**src/rtl/divider_pkg.sv**
```systemverilog
// rtl/divider_pkg.sv - shared types and defaults for the signed divider front/back-end
package divider_pkg;

    localparam int W_DEF       = 5;
    localparam int TIMEOUT_DEF = 32;

    typedef enum logic [1:0] {
        ST_IDLE   = 2'd0,
        ST_LAUNCH = 2'd1,
        ST_WAIT   = 2'd2,
        ST_DONE   = 2'd3
    } state_e;

    // Bit positions inside the packed status word {tmo, ovf, dbz}
    localparam int FLAG_DBZ = 0;
    localparam int FLAG_OVF = 1;
    localparam int FLAG_TMO = 2;
    localparam int FLAG_W   = 3;

endpackage

```
**src/rtl/divider_sign_ctrl_sign_mag.sv**
```systemverilog
// rtl/divider_sign_ctrl_sign_mag.sv - combinational two's-complement conditional negate
module sign_mag #(
    parameter int W = 5
) (
    input  logic [W-1:0] value,
    input  logic         negate,
    output logic [W-1:0] result
);

    // With negate tied to the MSB this yields the magnitude; -2^(W-1) maps onto itself,
    // which read as unsigned is exactly 2^(W-1).
    always_comb begin
        result = value;
        if (negate) begin
            result = ~value + W'(1);
        end
    end

endmodule

```
**src/rtl/divider_sign_ctrl.sv**
```systemverilog
// rtl/divider_sign_ctrl.sv - signed wrapper around the unsigned restoring divider core
module divider_sign_ctrl
    import divider_pkg::*;
#(
    parameter int W       = W_DEF,
    parameter int TIMEOUT = TIMEOUT_DEF
) (
    input  logic         clk,
    input  logic         rst_n,
    input  logic         in_valid,
    output logic         in_ready,
    input  logic [W-1:0] in_dividend,
    input  logic [W-1:0] in_divisor,
    output logic         out_valid,
    input  logic         out_ready,
    output logic [W-1:0] out_quotient,
    output logic [W-1:0] out_remainder,
    output logic         out_dbz,
    output logic         out_ovf,
    output logic         out_tmo,
    output logic         core_start,
    output logic [W-1:0] core_dividend,
    output logic [W-1:0] core_divisor,
    input  logic         core_ready,
    input  logic [W-1:0] core_quotient,
    input  logic [W-1:0] core_remainder
);

    localparam int            CW        = $clog2(TIMEOUT + 1);
    localparam logic [CW-1:0] TMO_LAST  = CW'(TIMEOUT - 1);
    localparam logic [W-1:0]  MOST_NEG  = {1'b1, {(W-1){1'b0}}};

    state_e              state_q, state_d;
    logic                in_ready_q, in_ready_d;
    logic                out_valid_q, out_valid_d;
    logic [W-1:0]        quot_q, quot_d;
    logic [W-1:0]        rem_q, rem_d;
    logic [FLAG_W-1:0]   status_q, status_d;
    logic                core_start_q, core_start_d;
    logic [W-1:0]        core_dvd_q, core_dvd_d;
    logic [W-1:0]        core_dvs_q, core_dvs_d;
    logic [CW-1:0]       tmo_cnt_q, tmo_cnt_d;
    logic                sa_q, sa_d;
    logic                sb_q, sb_d;
    logic                ovf_pend_q, ovf_pend_d;

    logic [W-1:0]        dvd_mag;
    logic [W-1:0]        dvs_mag;
    logic [W-1:0]        quot_fix;
    logic [W-1:0]        rem_fix;

    sign_mag #(.W(W)) u_dvd_mag (
        .value  (in_dividend),
        .negate (in_dividend[W-1]),
        .result (dvd_mag)
    );

    sign_mag #(.W(W)) u_dvs_mag (
        .value  (in_divisor),
        .negate (in_divisor[W-1]),
        .result (dvs_mag)
    );

    sign_mag #(.W(W)) u_quot_fix (
        .value  (core_quotient),
        .negate (sa_q ^ sb_q),
        .result (quot_fix)
    );

    sign_mag #(.W(W)) u_rem_fix (
        .value  (core_remainder),
        .negate (sa_q),
        .result (rem_fix)
    );

    always_comb begin
        state_d      = state_q;
        out_valid_d  = out_valid_q;
        quot_d       = quot_q;
        rem_d        = rem_q;
        status_d     = status_q;
        core_start_d = core_start_q;
        core_dvd_d   = core_dvd_q;
        core_dvs_d   = core_dvs_q;
        tmo_cnt_d    = tmo_cnt_q;
        sa_d         = sa_q;
        sb_d         = sb_q;
        ovf_pend_d   = ovf_pend_q;

        case (state_q)
            ST_IDLE: begin
                if (in_valid) begin
                    sa_d       = in_dividend[W-1];
                    sb_d       = in_divisor[W-1];
                    ovf_pend_d = (in_dividend == MOST_NEG) && (in_divisor == '1);
                    if (in_divisor == '0) begin
                        state_d            = ST_DONE;
                        out_valid_d        = 1'b1;
                        quot_d             = '1;
                        rem_d              = in_dividend;
                        status_d           = '0;
                        status_d[FLAG_DBZ] = 1'b1;
                    end else begin
                        state_d      = ST_LAUNCH;
                        core_dvd_d   = dvd_mag;
                        core_dvs_d   = dvs_mag;
                        core_start_d = 1'b1;
                        tmo_cnt_d    = '0;
                    end
                end
            end

            ST_LAUNCH: begin
                if (core_start_q && core_ready) begin
                    state_d      = ST_WAIT;
                    core_start_d = 1'b0;
                    tmo_cnt_d    = '0;
                end else if (tmo_cnt_q == TMO_LAST) begin
                    state_d            = ST_DONE;
                    out_valid_d        = 1'b1;
                    core_start_d       = 1'b0;
                    quot_d             = '0;
                    rem_d              = '0;
                    status_d           = '0;
                    status_d[FLAG_TMO] = 1'b1;
                    tmo_cnt_d          = '0;
                end else begin
                    tmo_cnt_d = tmo_cnt_q + CW'(1);
                end
            end

            ST_WAIT: begin
                // A completion on the last allowed cycle still wins over the timeout
                if (core_ready) begin
                    state_d            = ST_DONE;
                    out_valid_d        = 1'b1;
                    quot_d             = quot_fix;
                    rem_d              = rem_fix;
                    status_d           = '0;
                    status_d[FLAG_OVF] = ovf_pend_q;
                    tmo_cnt_d          = '0;
                end else if (tmo_cnt_q == TMO_LAST) begin
                    state_d            = ST_DONE;
                    out_valid_d        = 1'b1;
                    quot_d             = '0;
                    rem_d              = '0;
                    status_d           = '0;
                    status_d[FLAG_TMO] = 1'b1;
                    tmo_cnt_d          = '0;
                end else begin
                    tmo_cnt_d = tmo_cnt_q + CW'(1);
                end
            end

            ST_DONE: begin
                if (out_ready) begin
                    state_d     = ST_IDLE;
                    out_valid_d = 1'b0;
                    status_d    = '0;
                end
            end

            default: begin
                state_d = ST_IDLE;
            end
        endcase

        in_ready_d = (state_d == ST_IDLE);
    end

    always_ff @(posedge clk or negedge rst_n) begin
        if (!rst_n) begin
            state_q      <= ST_IDLE;
            in_ready_q   <= 1'b1;
            out_valid_q  <= 1'b0;
            quot_q       <= '0;
            rem_q        <= '0;
            status_q     <= '0;
            core_start_q <= 1'b0;
            core_dvd_q   <= '0;
            core_dvs_q   <= '0;
            tmo_cnt_q    <= '0;
            sa_q         <= 1'b0;
            sb_q         <= 1'b0;
            ovf_pend_q   <= 1'b0;
        end else begin
            state_q      <= state_d;
            in_ready_q   <= in_ready_d;
            out_valid_q  <= out_valid_d;
            quot_q       <= quot_d;
            rem_q        <= rem_d;
            status_q     <= status_d;
            core_start_q <= core_start_d;
            core_dvd_q   <= core_dvd_d;
            core_dvs_q   <= core_dvs_d;
            tmo_cnt_q    <= tmo_cnt_d;
            sa_q         <= sa_d;
            sb_q         <= sb_d;
            ovf_pend_q   <= ovf_pend_d;
        end
    end

    assign in_ready      = in_ready_q;
    assign out_valid     = out_valid_q;
    assign out_quotient  = quot_q;
    assign out_remainder = rem_q;
    assign out_dbz       = status_q[FLAG_DBZ];
    assign out_ovf       = status_q[FLAG_OVF];
    assign out_tmo       = status_q[FLAG_TMO];
    assign core_start    = core_start_q;
    assign core_dividend = core_dvd_q;
    assign core_divisor  = core_dvs_q;

endmodule

```
**config.mk**
```make
export PLATFORM = sky130hd
export DESIGN_NAME = divider_sign_ctrl
export DESIGN_NICKNAME = d
export VERILOG_FILES = /design/src/rtl/divider_pkg.sv /design/src/rtl/divider_sign_ctrl_sign_mag.sv /design/src/rtl/divider_sign_ctrl.sv
export SDC_FILE = /design/constraint.sdc
export NUM_CORES = 1
export LEC_CHECK = 0
export ABC_AREA = 1
export CORE_ASPECT_RATIO = 0.8
export CORE_UTILIZATION = 40
export DETAILED_ROUTE_END_ITERATION = 10
export PLACE_DENSITY = 0.71
export SETUP_SLACK_MARGIN = 0.2
export SKIP_LAST_GASP = 1
export SYNTH_ARGS = -nofsm -noshare
export SYNTH_HDL_FRONTEND = slang
export SYNTH_SLANG_ARGS = --single-unit
```
**constraint.sdc**
```tcl
create_clock -name clk -period 1.7 [get_ports clk]
set_input_delay 0.255 -clock clk [delete_from_list [all_inputs] [get_ports clk]]
set_output_delay 0.255 -clock clk [all_outputs]
set_load 0.05 [all_outputs]
```
==> flow_metrics.env, run 1 <==
export IMPL_outcome="finished, final reports clean"
export IMPL_start_util_pct=41.7
export IMPL_synth_edff_count=0
export IMPL_drive_gt1_share_pct=31.0
export IMPL_h_tree_depth=2
export IMPL_firstDrtPassIters=4
export IMPL_top_usage_layer="met2"
export IMPL_maxCapViolCount=0
export IMPL_place_inst=479
export IMPL_required_ns=1.88
export IMPL_final_area_um2=3560
export IMPL_grt_util_met2_pct=30.6
export IMPL_grt_pass1_vias=2255
export IMPL_wl_per_cell_um=13.5
export IMPL_yosys_warnings=0
export IMPL_ys_seq_area_share_pct=37.4
export IMPL_setup_viol=0
export IMPL_fp_dieH_um=72.4
export IMPL_port_buffers=50
export IMPL_core_area_um2=5940
export IMPL_die_x_um=90.0
export IMPL_p_int_mw=3.33
export IMPL_netlist_area_um2=2480
export IMPL_slew_headroom_pct=83.7
export IMPL_mappedNetlistNets=373
export IMPL_critPathCaptureType="flop"
export IMPL_syn_inst=337
export IMPL_layout_nets=458
export IMPL_grt_pass1_wl_um=10400
export IMPL_root_buffer="clkbuf_8"
export IMPL_hold_viol=0
export IMPL_hold_class="in2reg"
export IMPL_cts_sinks=37
export IMPL_num_rows=25
export IMPL_use_met1_pct=28.3
export IMPL_routed_via_count=2470
export IMPL_ys_types=30
export IMPL_antenna_found_initial=0
export IMPL_r2r_start="state_q[1]$_DFF_PN0_"
export IMPL_syn_to_final_growth_pct=43.9
export IMPL_crit_path_max_fanout=7
export IMPL_hpwl_um=4720
export IMPL_place_congestion=0.858
export IMPL_max_freq_mhz=655
export IMPL_period_needed_ns=1.53
export IMPL_n_antenna_cell=0
export IMPL_grtUsageMet3_pct=3.77
export IMPL_crit_start="state_q[1]$_DFF_PN0_"
export IMPL_synth_largest_area_cell="dfrtp_1"
export IMPL_min_from="in_divisor[0]"
export IMPL_tightest_slew_ns=0.242
export IMPL_synthFlopType="dfrtp_1"
export IMPL_cts_tree="done"
export IMPL_crit_path_start_kind="flop"
export IMPL_switching_power_mw=3.65
export IMPL_p_comb_share_pct=69.4
export IMPL_clockBufferDepth=2
export IMPL_ys_seq_elements=37
export IMPL_instances_no_fill=504
export IMPL_grt_usage_pct=19.9
export IMPL_peakVddDrop_mv=1.06
export IMPL_async_flop_share_pct=100
export IMPL_rsz0062_at_grt="yes"
export IMPL_clkPwrFrac_pct=8.6
export IMPL_io_pins=51
export IMPL_dpl_cell_area_um2=3110
export IMPL_layout_commonest_cell="nand2_1"
export IMPL_antenna_left=0
export IMPL_synthTopCellsByArea="dfrtp_1 36%, nand2_1 14%, inv_1 6.1%"
export IMPL_fill_cells=517
export IMPL_path_clk_slew_ns=0.07
export IMPL_syn_avg_cell_area_um2=7.35
export IMPL_leakagePower_nw=1.86
export IMPL_layout_common_cells="92 x nand2_1, 48 x buf_4, 35 x dfrtp_1"
export IMPL_clock_latency_ns=0.29
export IMPL_power_density_nw_per_um2=1960
export IMPL_slew_viol_final=0
export IMPL_cp_arrival_ns=1.70
export IMPL_post_route_period_util_pct=89.7
export IMPL_netlist_area_leader_share_pct=36.4
export IMPL_p_seq_share_pct=22.0
export IMPL_fin_worst_skew_ns=0.00529
export IMPL_first_iter_violations=155
export IMPL_grt_max_degree=38
export IMPL_p_sw_share_pct=52.3
export IMPL_vias_per_cell=4.90
export IMPL_wl_um=6810
export IMPL_numCtsBuffers=5
export IMPL_die_area_um2=6510
export IMPL_overflow=0
export IMPL_drc=0
export IMPL_criticalPathCategory="reg2reg"
-- worst paths after layout --
path | cells past startpoint | slack (ns) | to
max | 10 | 0.17 | core_start$_DFFE_PN0P_
min | 4 | 0.39 | core_divisor[0]$_DFFE_PN0P_
max reg2reg | 10 | 0.17 | core_start$_DFFE_PN0P_
min reg2reg | 2 | 0.50 | out_remainder[2]$_DFFE_PN0P_
max in group asynchronous | 3 | 0.98 | in_ready$_DFF_PN1_
min in group asynchronous | 3 | 0.45 | tmo_cnt_q[1]$_DFFE_PN0P_
-- sequential cells by signal (all words and copies together), names as in the netlist, 2 cells and up --
name           count
status_q           3
out_remainder      5
core_divisor       5
core_dividend      5
out_quotient       5
tmo_cnt_q          6
state_q            2
-- logic make-up (layout without fill, tap and decap cells) --
group / after synthesis / in the layout / share of synthesized area (%)
simple gates: 192 / 193 / 37.6
buf+inv: 56 / 141 / 9.70
flops: 37 / 37 / 37.4
compound gates: 36 / 36 / 7.88
fa+ha+maj: 11 / 11 / 5.56
xor+xnor: 5 / 5 / 1.77
-- critical path, cell delays in order (launching register included) --
cell and delay (ns):
dfrtp_2 0.43, inv_4 0.06, ha_4 0.16, buf_12 0.14
nand2_4 0.06, inv_4 0.05, nand2_4 0.11, nand2_8 0.08
buf_8 0.14, a21oi_2 0.11, nor2_1 0.05
-- routing by layer --
layer / vias to the layer above / wire length [um]
met4: 0 / 77
met2: 67 / 3160
li1: 1243 / -
met1: 1151 / 3220
met5: - / 0
met3: 9 / 349
-- area by class of cell --
class	count	area (um^2)	area share, %
multi-input cells	245	1500	42.0
clock buffers	8	80.1	2.25
repair buffers	81	743	20.9
well taps	81	101	2.84
inverters	52	213	5.97
flip-flops and latches	37	928	26.1
-- metrics by stage --
stage	TNS (ns)	setup slack [ns]	utilization, %	power [mW]	hold slack [ns]
floorplan	0	0.229	-	4.37	-0.0406
global route	0	0.113	60.0	7.45	0.413
CTS	0	0.202	54.4	6.26	0.466
finish	0	0.174	60.0	6.98	0.392
detailed placement	-0.734	-0.0800	52.3	5.54	0.240
global placement	-0.221	-0.0483	52.3	5.46	0.240
-- what timing repair did --
action,4_1_cts,5_1_grt
endpoints found under the setup margin,20,31
hold buffers,1,0
gates resized for setup,8,51
hold endpoints to repair,36,0
gates cloned,1,0
setup buffers,0,15
pin swaps,2,17
-- synthesized netlist by cell type (3+ instances only) --
cell     number
buf_6         3
nand2_2       8
a21oi_1      12
nor2_4        4
nor2_1       36
xor2_1        5
o21ai_0      15
inv_2         9
nand3_4       3
dfrtp_1      36
o21ai_1       3
nand4_1       7
inv_1        40
nand2_1      94
nand3_1      28
ha_1         11
nand2_4       6
-- power groups by stage --
stage	clock network (mW)	logic, mW	registers (mW)
floorplan	0	1.95	2.42
global route	0.641	5.23	1.58
detailed placement	0	4.03	1.51
global placement	0	3.96	1.51
finish	0.599	4.85	1.54
CTS	0.608	4.15	1.50
Note: power is estimated with default switching activity, not from simulation.
==> run 2: changes to the inputs <==
REMOVE_ABC_BUFFERS = 1   (was default)
==> run 2 against run 1 <==
Register-to-register slack gained 0.04 ns. First-iteration DRC count grew 7.7%. Setup slack gained 0.042 ns.
==> flow_metrics.env, run 2 (same netlist as run 1, synthesis figures left out) <==
export IMPL_outcome="finished, final reports clean"
export IMPL_hold_viol=0
export IMPL_instances_no_fill=504
export IMPL_place_inst=481
export IMPL_h_tree_depth=2
export IMPL_cp_top_family="simple AND/OR/NAND/NOR gates"
export IMPL_fin_tns_setup_ns=0
export IMPL_use_met1_pct=27.5
export IMPL_cts_tree="done"
export IMPL_slowest_stage="dfrtp_1"
export IMPL_hold_ws_ns=0.421
export IMPL_numCtsBuffers=5
export IMPL_core_area_um2=5940
export IMPL_crit_chain="ha_4, nand2_4, nor2_4, nand2_4, inv_4, nor2_4, nand2_1, nand2_1, nand3_1, nand2_1"
export IMPL_clockBufferDepth=2
export IMPL_overflow=0
export IMPL_start_util_pct=41.7
export IMPL_wl_per_cell_um=12.9
export IMPL_final_area_um2=3600
export IMPL_final_core_util_pct=60.6
export IMPL_required_ns=1.93
export IMPL_reg2reg_slack_ns=0.22
export IMPL_grt_util_met2_pct=32.3
export IMPL_vias_per_cell=4.85
export IMPL_grtUsageMet3_pct=5.24
export IMPL_post_route_period_util_pct=87.2
export IMPL_layout_commonest_cell="nand2_1"
export IMPL_grt_usage_pct=20.1
export IMPL_fill_cells=537
export IMPL_critPathCaptureType="flop"
export IMPL_antenna_left=0
export IMPL_drive_gt1_share_pct=32.2
export IMPL_clkPwrFrac_pct=12.9
export IMPL_firstDrtPassIters=6
export IMPL_num_rows=25
export IMPL_routed_via_count=2442
export IMPL_fp_dieH_um=72.4
export IMPL_hpwl_um=4720
export IMPL_leakagePower_nw=1.88
export IMPL_antenna_found_initial=0
export IMPL_tightest_slew_ns=0.422
export IMPL_clock_latency_ns=0.30
export IMPL_maxCapViolCount=0
export IMPL_grt_max_degree=22
export IMPL_largest_register="tmo_cnt_q"
export IMPL_die_x_um=90.0
export IMPL_layout_common_cells="87 x nand2_1, 50 x buf_4, 35 x nor2_1"
export IMPL_largest_register_ffs=6
export IMPL_hold_class="in2async"
export IMPL_syn_to_final_growth_pct=45.4
export IMPL_r2r_start="tmo_cnt_q[0]$_DFFE_PN0P_"
export IMPL_setup_viol=0
export IMPL_wl_um=6500
export IMPL_crit_path_max_fanout=8
export IMPL_r2r_end="status_q[1]$_DFFE_PN0P_"
export IMPL_p_seq_share_pct=21.8
export IMPL_port_buffers=50
export IMPL_die_area_um2=6510
export IMPL_max_stage_delay_ns=0.42
export IMPL_layout_nets=458
export IMPL_rr_worst_depth=10
export IMPL_criticalPathCategory="reg2reg"
export IMPL_slew_viol_final=0
export IMPL_switching_power_mw=3.61
export IMPL_cts_sinks=37
export IMPL_power_density_nw_per_um2=1980
export IMPL_crit_path_start_kind="flop"
export IMPL_p_comb_share_pct=65.2
export IMPL_dpl_cell_area_um2=3120
export IMPL_grt_pass1_wl_um=10500
export IMPL_max_freq_mhz=674
export IMPL_crit_buf_inv=1
export IMPL_drc=0
export IMPL_cp_arrival_ns=1.71
export IMPL_fin_worst_skew_ns=0.00934
export IMPL_n_antenna_cell=0
export IMPL_peakVddDrop_mv=1.05
export IMPL_root_buffer="clkbuf_8"
export IMPL_p_int_mw=3.52
export IMPL_top_usage_layer="met2"
export IMPL_timing_critical_path_mode_cell="nand2_1"
export IMPL_p_sw_share_pct=50.6
export IMPL_period_needed_ns=1.48
export IMPL_io_pins=51
export IMPL_first_iter_violations=167
export IMPL_place_congestion=0.880
export IMPL_path_clk_slew_ns=0.08
export IMPL_rsz0062_at_grt="yes"
export IMPL_slew_headroom_pct=71.9
export IMPL_grt_pass1_vias=2264
-- run 2: cell types whose count changed in the layout (fill, tap and decap cells not counted), sizes merged --
cell / change
buf: -1
bufinv: +2
dlymetal6s2s: -2
nand2: +1
clkbuf: -3
clkdlybuf4s50: +2
inv: +1
-- run 2: power by group through the flow --
stage	clock network (mW)	logic [mW]	registers [mW]
after floorplan	0	1.84	2.44
after global placement	0	3.94	1.52
after detailed placement	0	4.00	1.52
after CTS	0.931	4.07	1.51
after global routing	0.966	5.07	1.60
final	0.922	4.65	1.55
-- run 2: area by class of cell --
type	instances	area [um^2]	area share, %
tap	81	101	2.81
inverter	52	215	5.98
clock buffer	5	68.8	1.91
multi-input combinational	246	1530	42.4
clock inverter	3	65.1	1.81
timing repair buffer	80	694	19.3
sequential	37	930	25.8
-- run 2: repair_timing --
action                     CTS  global route
setup endpoints to repair   31            34
resized for setup            7            51
buffers inserted             0            12
gates cloned                 0             2
hold endpoints to repair    15             0
pin swaps                    0            27
hold buffers                 1             0
-- run 2: worst register-to-register path, delay by kind of cell, from the launching register on --
| family | cells | cell delay (ns) |
|---|---|---|
| buf+inv | 1 | 0.07 |
| fa+ha+maj | 1 | 0.18 |
| flops | 1 | 0.42 |
| simple gates | 8 | 0.74 |
-- run 2: worst max path at each step --
stage                                   end  cells past startpoint                      from
2_1_floorplan  core_dividend[1]$_DFFE_PN0P_                      8      state_q[0]$_DFF_PN0_
3_3_place_gp       tmo_cnt_q[3]$_DFFE_PN0P_                     11             in_divisor[0]
3_5_place_dp    out_quotient[1]$_DFFE_PN0P_                      8             in_divisor[0]
4_1_cts         out_quotient[1]$_DFFE_PN0P_                      8      state_q[0]$_DFF_PN0_
5_1_grt             status_q[1]$_DFFE_PN0P_                     10  tmo_cnt_q[0]$_DFFE_PN0P_
6_report            status_q[1]$_DFFE_PN0P_                     10  tmo_cnt_q[0]$_DFFE_PN0P_
-- run 2: through the flow --
stage	setup slack, ns	power, mW
2_1_floorplan	0.151	4.28
3_3_place_gp	-0.0475	5.45
3_5_place_dp	-0.139	5.52
4_1_cts	0.168	6.51
5_1_grt	0.115	7.63
6_report	0.217	7.13
-- run 2: routing by layer --
| layer | up-vias | part of all wire [%] |
|---|---|---|
| li1 | 1243 | - |
| met1 | 1130 | 48 |
| met2 | 65 | 45 |
| met3 | 4 | 5.7 |
| met4 | 0 | 0.80 |
| met5 | - | 0 |
